## src/rtl/sd_scoreboard_rmw_pkg.sv

```systemverilog
// Shared encodings for the scoreboard read-modify-write initiator.
`default_nettype none

package sd_scoreboard_rmw_pkg;

  typedef enum logic [1:0] {
    OP_READ = 2'd0,
    OP_ADD  = 2'd1,
    OP_SETB = 2'd2,
    OP_CLRB = 2'd3
  } op_e;

  typedef enum logic [2:0] {
    ST_IDLE   = 3'd0,
    ST_RDREQ  = 3'd1,
    ST_RDWAIT = 3'd2,
    ST_WRREQ  = 3'd3,
    ST_RESULT = 3'd4
  } state_e;

  localparam logic REQ_READ  = 1'b0;
  localparam logic REQ_WRITE = 1'b1;

endpackage

`default_nettype wire

```

## src/rtl/sd_scoreboard_rmw_alu.sv

```systemverilog
// Update datapath: derives the new record value and the write mask from op and old value.
`default_nettype none

module sd_scoreboard_rmw_alu
  import sd_scoreboard_rmw_pkg::*;
#(
  parameter int WIDTH = 8
) (
  input  logic [1:0]       op_i,
  input  logic [WIDTH-1:0] old_i,
  input  logic [WIDTH-1:0] operand_i,
  output logic [WIDTH-1:0] new_o,
  output logic [WIDTH-1:0] mask_o
);

  always_comb begin
    new_o  = old_i;
    mask_o = '0;
    case (op_e'(op_i))
      OP_ADD: begin
        // Carry out of the top bit is intentionally discarded.
        new_o  = old_i + operand_i;
        mask_o = '1;
      end
      OP_SETB: begin
        new_o  = old_i | operand_i;
        mask_o = operand_i;
      end
      OP_CLRB: begin
        new_o  = old_i & ~operand_i;
        mask_o = operand_i;
      end
      default: begin
        new_o  = old_i;
        mask_o = '0;
      end
    endcase
  end

endmodule

`default_nettype wire

```

## src/rtl/sd_scoreboard_rmw.sv

```systemverilog
// Single-outstanding read-modify-write initiator in front of the sd_scoreboard.
`default_nettype none

module sd_scoreboard_rmw
  import sd_scoreboard_rmw_pkg::*;
#(
  parameter int WIDTH   = 8,
  parameter int ASZ     = 6,
  parameter int TXID_SZ = 2
) (
  input  logic               clk,
  input  logic               rst_n,
  input  logic               c_srdy_i,
  output logic               c_drdy_o,
  input  logic [1:0]         c_op_i,
  input  logic [ASZ-1:0]     c_itemid_i,
  input  logic [WIDTH-1:0]   c_operand_i,
  output logic               sb_srdy_o,
  input  logic               sb_drdy_i,
  output logic               sb_req_type_o,
  output logic [TXID_SZ-1:0] sb_txid_o,
  output logic [ASZ-1:0]     sb_itemid_o,
  output logic [WIDTH-1:0]   sb_mask_o,
  output logic [WIDTH-1:0]   sb_data_o,
  input  logic               sbr_srdy_i,
  output logic               sbr_drdy_o,
  input  logic [TXID_SZ-1:0] sbr_txid_i,
  input  logic [WIDTH-1:0]   sbr_data_i,
  output logic               p_srdy_o,
  input  logic               p_drdy_i,
  output logic [ASZ-1:0]     p_itemid_o,
  output logic [WIDTH-1:0]   p_old_o,
  output logic [WIDTH-1:0]   p_new_o,
  output logic               err_txid_o
);

  state_e               state_q, state_d;
  logic [TXID_SZ-1:0]   cur_txid_q, cur_txid_d;
  logic [1:0]           op_q, op_d;
  logic [WIDTH-1:0]     operand_q, operand_d;
  logic                 sb_srdy_q, sb_srdy_d;
  logic                 sb_req_type_q, sb_req_type_d;
  logic [TXID_SZ-1:0]   sb_txid_q, sb_txid_d;
  logic [ASZ-1:0]       sb_itemid_q, sb_itemid_d;
  logic [WIDTH-1:0]     sb_mask_q, sb_mask_d;
  logic [WIDTH-1:0]     sb_data_q, sb_data_d;
  logic                 p_srdy_q, p_srdy_d;
  logic [ASZ-1:0]       p_itemid_q, p_itemid_d;
  logic [WIDTH-1:0]     p_old_q, p_old_d;
  logic [WIDTH-1:0]     p_new_q, p_new_d;
  logic                 err_q, err_d;
  logic [WIDTH-1:0]     alu_new, alu_mask;
  logic                 rsp_match;

  sd_scoreboard_rmw_alu #(
    .WIDTH (WIDTH)
  ) u_alu (
    .op_i      (op_q),
    .old_i     (sbr_data_i),
    .operand_i (operand_q),
    .new_o     (alu_new),
    .mask_o    (alu_mask)
  );

  // sb_txid_q keeps the id of the read in flight, so it doubles as the expected response id.
  assign rsp_match = (state_q == ST_RDWAIT) && sbr_srdy_i && (sbr_txid_i == sb_txid_q);

  always_comb begin
    state_d       = state_q;
    cur_txid_d    = cur_txid_q;
    op_d          = op_q;
    operand_d     = operand_q;
    sb_srdy_d     = sb_srdy_q;
    sb_req_type_d = sb_req_type_q;
    sb_txid_d     = sb_txid_q;
    sb_itemid_d   = sb_itemid_q;
    sb_mask_d     = sb_mask_q;
    sb_data_d     = sb_data_q;
    p_srdy_d      = p_srdy_q;
    p_itemid_d    = p_itemid_q;
    p_old_d       = p_old_q;
    p_new_d       = p_new_q;
    err_d         = sbr_srdy_i && !rsp_match;
    case (state_q)
      ST_IDLE: begin
        if (c_srdy_i) begin
          op_d          = c_op_i;
          operand_d     = c_operand_i;
          sb_srdy_d     = 1'b1;
          sb_req_type_d = REQ_READ;
          sb_txid_d     = cur_txid_q;
          sb_itemid_d   = c_itemid_i;
          state_d       = ST_RDREQ;
        end
      end
      ST_RDREQ: begin
        if (sb_drdy_i) begin
          sb_srdy_d  = 1'b0;
          cur_txid_d = cur_txid_q + TXID_SZ'(1);
          state_d    = ST_RDWAIT;
        end
      end
      ST_RDWAIT: begin
        if (rsp_match) begin
          p_itemid_d = sb_itemid_q;
          p_old_d    = sbr_data_i;
          p_new_d    = alu_new;
          sb_data_d  = alu_new;
          sb_mask_d  = alu_mask;
          if (op_q == OP_READ) begin
            p_srdy_d = 1'b1;
            state_d  = ST_RESULT;
          end else begin
            sb_srdy_d     = 1'b1;
            sb_req_type_d = REQ_WRITE;
            state_d       = ST_WRREQ;
          end
        end
      end
      ST_WRREQ: begin
        if (sb_drdy_i) begin
          sb_srdy_d = 1'b0;
          p_srdy_d  = 1'b1;
          state_d   = ST_RESULT;
        end
      end
      ST_RESULT: begin
        if (p_drdy_i) begin
          p_srdy_d = 1'b0;
          state_d  = ST_IDLE;
        end
      end
      default: state_d = ST_IDLE;
    endcase
  end

  always_ff @(posedge clk or negedge rst_n) begin
    if (!rst_n) begin
      state_q       <= ST_IDLE;
      cur_txid_q    <= '0;
      op_q          <= '0;
      operand_q     <= '0;
      sb_srdy_q     <= 1'b0;
      sb_req_type_q <= 1'b0;
      sb_txid_q     <= '0;
      sb_itemid_q   <= '0;
      sb_mask_q     <= '0;
      sb_data_q     <= '0;
      p_srdy_q      <= 1'b0;
      p_itemid_q    <= '0;
      p_old_q       <= '0;
      p_new_q       <= '0;
      err_q         <= 1'b0;
    end else begin
      state_q       <= state_d;
      cur_txid_q    <= cur_txid_d;
      op_q          <= op_d;
      operand_q     <= operand_d;
      sb_srdy_q     <= sb_srdy_d;
      sb_req_type_q <= sb_req_type_d;
      sb_txid_q     <= sb_txid_d;
      sb_itemid_q   <= sb_itemid_d;
      sb_mask_q     <= sb_mask_d;
      sb_data_q     <= sb_data_d;
      p_srdy_q      <= p_srdy_d;
      p_itemid_q    <= p_itemid_d;
      p_old_q       <= p_old_d;
      p_new_q       <= p_new_d;
      err_q         <= err_d;
    end
  end

  assign c_drdy_o      = (state_q == ST_IDLE);
  assign sbr_drdy_o    = 1'b1;
  assign sb_srdy_o     = sb_srdy_q;
  assign sb_req_type_o = sb_req_type_q;
  assign sb_txid_o     = sb_txid_q;
  assign sb_itemid_o   = sb_itemid_q;
  assign sb_mask_o     = sb_mask_q;
  assign sb_data_o     = sb_data_q;
  assign p_srdy_o      = p_srdy_q;
  assign p_itemid_o    = p_itemid_q;
  assign p_old_o       = p_old_q;
  assign p_new_o       = p_new_q;
  assign err_txid_o    = err_q;

endmodule

`default_nettype wire

```

## config.mk

```make
export PLATFORM = sky130hd
export DESIGN_NAME = sd_scoreboard_rmw
export DESIGN_NICKNAME = d
export VERILOG_FILES = /design/src/rtl/sd_scoreboard_rmw_pkg.sv /design/src/rtl/sd_scoreboard_rmw_alu.sv /design/src/rtl/sd_scoreboard_rmw.sv
export SDC_FILE = /design/constraint.sdc
export NUM_CORES = 1
export LEC_CHECK = 0
export BUFFER_PORTS_ARGS = -buffer_cell sky130_fd_sc_hd__buf_4
export CAP_MARGIN = 20
export CORE_MARGIN = 2
export CORE_UTILIZATION = 50
export DETAILED_ROUTE_END_ITERATION = 12
export GPL_ROUTABILITY_DRIVEN = 0
export PLACE_DENSITY = 0.87
export SYNTH_ARGS = -nofsm -noshare
export SYNTH_HDL_FRONTEND = slang
export SYNTH_SLANG_ARGS = --single-unit
```

## constraint.sdc

```tcl
create_clock -name clk -period 4.8 [get_ports clk]
set_input_delay 0.24 -clock clk [delete_from_list [all_inputs] [get_ports clk]]
set_output_delay 0.24 -clock clk [all_outputs]
set_load 0.05 [all_outputs]
```

==> impl_results.md <==
* Status: finished clean
* Share of the synthesized area in the top cell type at 0.466
* Cell variety after synth at 42
* WL/cell at 14.8 um
* Total GRT Usage at 0.206
* Via total after detailed routing at 2398
* Largest family of logic cells by synthesized area: compound AO/OA/AOI/OAI gates
* Final Hold Vio Count at 0
* Core area at 0.00592 mm^2
* Initial Util at 0.516
* Number of DRC markers in iteration 0 at 214
* Ratio of cells with drive above 1 in the final layout at 0.319
* PortBufs at 82
* CTS H-tree depth at 3
* Main synth FF type: dfrtp_1
* Fin Setup TNS at 0 ns
* R2r startpoint: operand_q[1]$_DFFE_PN0P_
* Worst endpoint required time at 5.02 ns
* Commonest cells in the netlist: dfrtp_1 (57), nand2_1 (35), o21ai_0 (33)
* CP endpoint kind: flip-flop
* Drc violations at 0
* Worst hold margin at 0.0944 ns
* Antenna-violating nets left at 0
* Overall routed net length at 6660 um
* Compound-Gate Fraction of Synth Area at 0.154
* Vias in the first global route at 2182
* Worst-path clk slew at 0.07 ns
* Via/cell ratio at 5.32
* DP Wirelength at 4660 um
* Initial antenna violation count at 0
* Nets at 427
* Synth Area in Simple Gates at 0.100
* Largest net degree at the start of global routing at 58
* Clock root cell: clkbuf_8
* Yosys synthesis warning count at 0
* Syn_area_per_cell at 10.1 um^2
* R2r setup slk at 2.66 ns
* IO Count at 84
* Antenna cell count at 0
* Synth top area cells: dfrtp_1 (47%), ha_1 (9.4%), mux2_2 (6.6%)
* Area delta synth->final at 25.7%
* Async S/R FF share, synth at 1.00
* CP endpoint: p_new_o[7]$_DFFE_PN0P_
* DRT Pass-1 Iters at 4
* Top-count cell post-synth: dfrtp_1
* Mux cell area share after synthesis at 0.0663
* Clk buf depth at 2
* Worst-Margin Slew at 0.927 ns
* Class of the worst hold path: primary input to flip-flop
* Die area at 0.00676 mm^2
* Startpoint types: flip-flop
* Crit Path Max Fanout at 4
* Fillers at 455
* FF+latch count, synth at 57
* F_max at 0.467 GHz
* Post-synth top area cell: dfrtp_1
* Reg2reg end: p_new_o[7]$_DFFE_PN0P_
* Post-Syn Nets at 360
* Post-CTS setup buffer count at 0
* Clock Skew at 0.00991 ns
* Fin. max-slew vios at 0
* Synth Area in XOR/XNOR at 0.0315
* Critical path class: flip-flop to flip-flop
* Mapped cell area at 0.00306 mm^2
* Number of synthesized flops with an enable pin at 0
* Post-CTS Resized at 0
* RSZ-0062 raised after global routing: no
* Max-cap violations at 0
* CTS Sinks at 57
* Sequential cell area fraction in the yosys report at 0.466
* Die H at 82.2 um
* Row cnt at 28
* Final Setup Violations at 0
* Worst rel slew slack at 0.382
* Clock Latency Late Sink at 0.34 ns
* CP Launch Point: operand_q[1]$_DFFE_PN0P_
* Synthesized instance count at 304
* Die width at 82.2 um
* CTS tree: yes
* Data arrival, critical path at 2.36 ns
* Final worst path period share at 0.446
* Gr ovfl total at 0
* Global-route wire length before repair at 10500 um
* Post-synthesis adder-cell area fraction at 0.101
* FF-to-FF path depth at 7
* Final min period at 2.14 ns
* TritonCTS Buffers at 9
-- sequential cells by signal, indices dropped and copies added, names as in the netlist, 2 cells and up --
register     cells
p_itemid_o       6
cur_txid_q       2
sb_itemid_o      6
op_q             2
state_q          3
sb_mask_o        8
operand_q        8
p_old_o          8
p_new_o          8
sb_txid_o        2
-- logic make-up after synthesis --
logic type | after synthesis
adders and majority gates | 24
buffers and inverters | 45
AOI/OAI and AO/OA | 80
and+or+nand+nor | 68
DFF | 57
xor gates and xnor gates | 11
muxes | 18
other | 1
-- cell usage in the layout, fill, tap and decap left out, types with 2 or more instances in the layout --
| master | count |
|---|---|
| and2_1 | 2 |
| nor3_1 | 2 |
| o21ai_0 | 33 |
| buf_4 | 82 |
| clkbuf_8 | 9 |
| dfrtp_1 | 57 |
| xnor2_1 | 7 |
| o21a_1 | 2 |
| o211ai_1 | 3 |
| a31oi_1 | 3 |
| nor2b_1 | 2 |
| mux2_2 | 18 |
| a21o_1 | 3 |
| clkinv_4 | 2 |
| a221oi_1 | 2 |
| a22o_1 | 3 |
| a21oi_1 | 20 |
| nand2_1 | 35 |
| nor2_1 | 15 |
| nand4_1 | 2 |
| bufinv_16 | 2 |
| xor2_1 | 4 |
| nand3_1 | 2 |
| a211oi_1 | 5 |
| clkinv_2 | 2 |
| ha_1 | 23 |
| o21ai_1 | 2 |
| inv_1 | 17 |
-- critical path, cell delays in order, from the launching register on --
cell      delay (ns)
dfrtp_1         0.42
inv_1           0.10
ha_1            0.30
a211oi_1        0.34
o211ai_1        0.15
a21oi_1         0.27
xnor2_1         0.12
a221o_1         0.32
-- how the worst min path moves through the flow --
stage,start,to,cells past startpoint
3_3_place_gp,rst_n,operand_q[0]$_DFFE_PN0P_,1
2_1_floorplan,rst_n,cur_txid_q[0]$_DFFE_PN0P_,0
3_5_place_dp,rst_n,operand_q[0]$_DFFE_PN0P_,1
5_1_grt,c_srdy_i,sb_req_type_o$_DFFE_PN0P_,2
6_report,c_srdy_i,sb_req_type_o$_DFFE_PN0P_,2
4_1_cts,c_srdy_i,sb_req_type_o$_DFFE_PN0P_,2
-- routing by layer --
layer / global-route usage / vias up / share of wire
met5: 0 / - / 0
met4: 0.0867 / 0 / 0.020
met3: 0.0587 / 11 / 0.067
met2: 0.288 / 82 / 0.47
met1: 0.298 / 1142 / 0.44
li1: - / 1163 / -
-- repair_timing --
item,CTS,global route
hold buffers,1,0
setup endpoints to repair,0,0
hold endpoints to repair,57,0
-- stage by stage --
stage | setup slack, ns | instance area, um^2 | util | cells
after global routing | 2.54 | 3840 | 0.649 | 451
after floorplan | 2.60 | 3060 | - | 304
after CTS | 2.61 | 3820 | 0.645 | 450
after global placement | 2.74 | 3590 | 0.606 | 433
final | 2.66 | 3840 | 0.649 | 451
after detailed placement | 2.71 | 3590 | 0.606 | 433
-- final cells by class --
| type | instances | area (um^2) | area share |
|---|---|---|---|
| Clock buffer | 9 | 124 | 0.0322 |
| Clock inverter | 7 | 95.1 | 0.0247 |
| Tap cell | 75 | 93.8 | 0.0244 |
| Multi-Input combinational cell | 202 | 1390 | 0.361 |
| Inverter | 17 | 63.8 | 0.0166 |
| Timing Repair Buffer | 84 | 653 | 0.170 |
| Sequential cell | 57 | 1430 | 0.371 |
Power is left out: the tool's default activity adds up to more than one toggle a clock period on the data nets, which glitch-free logic cannot reach.
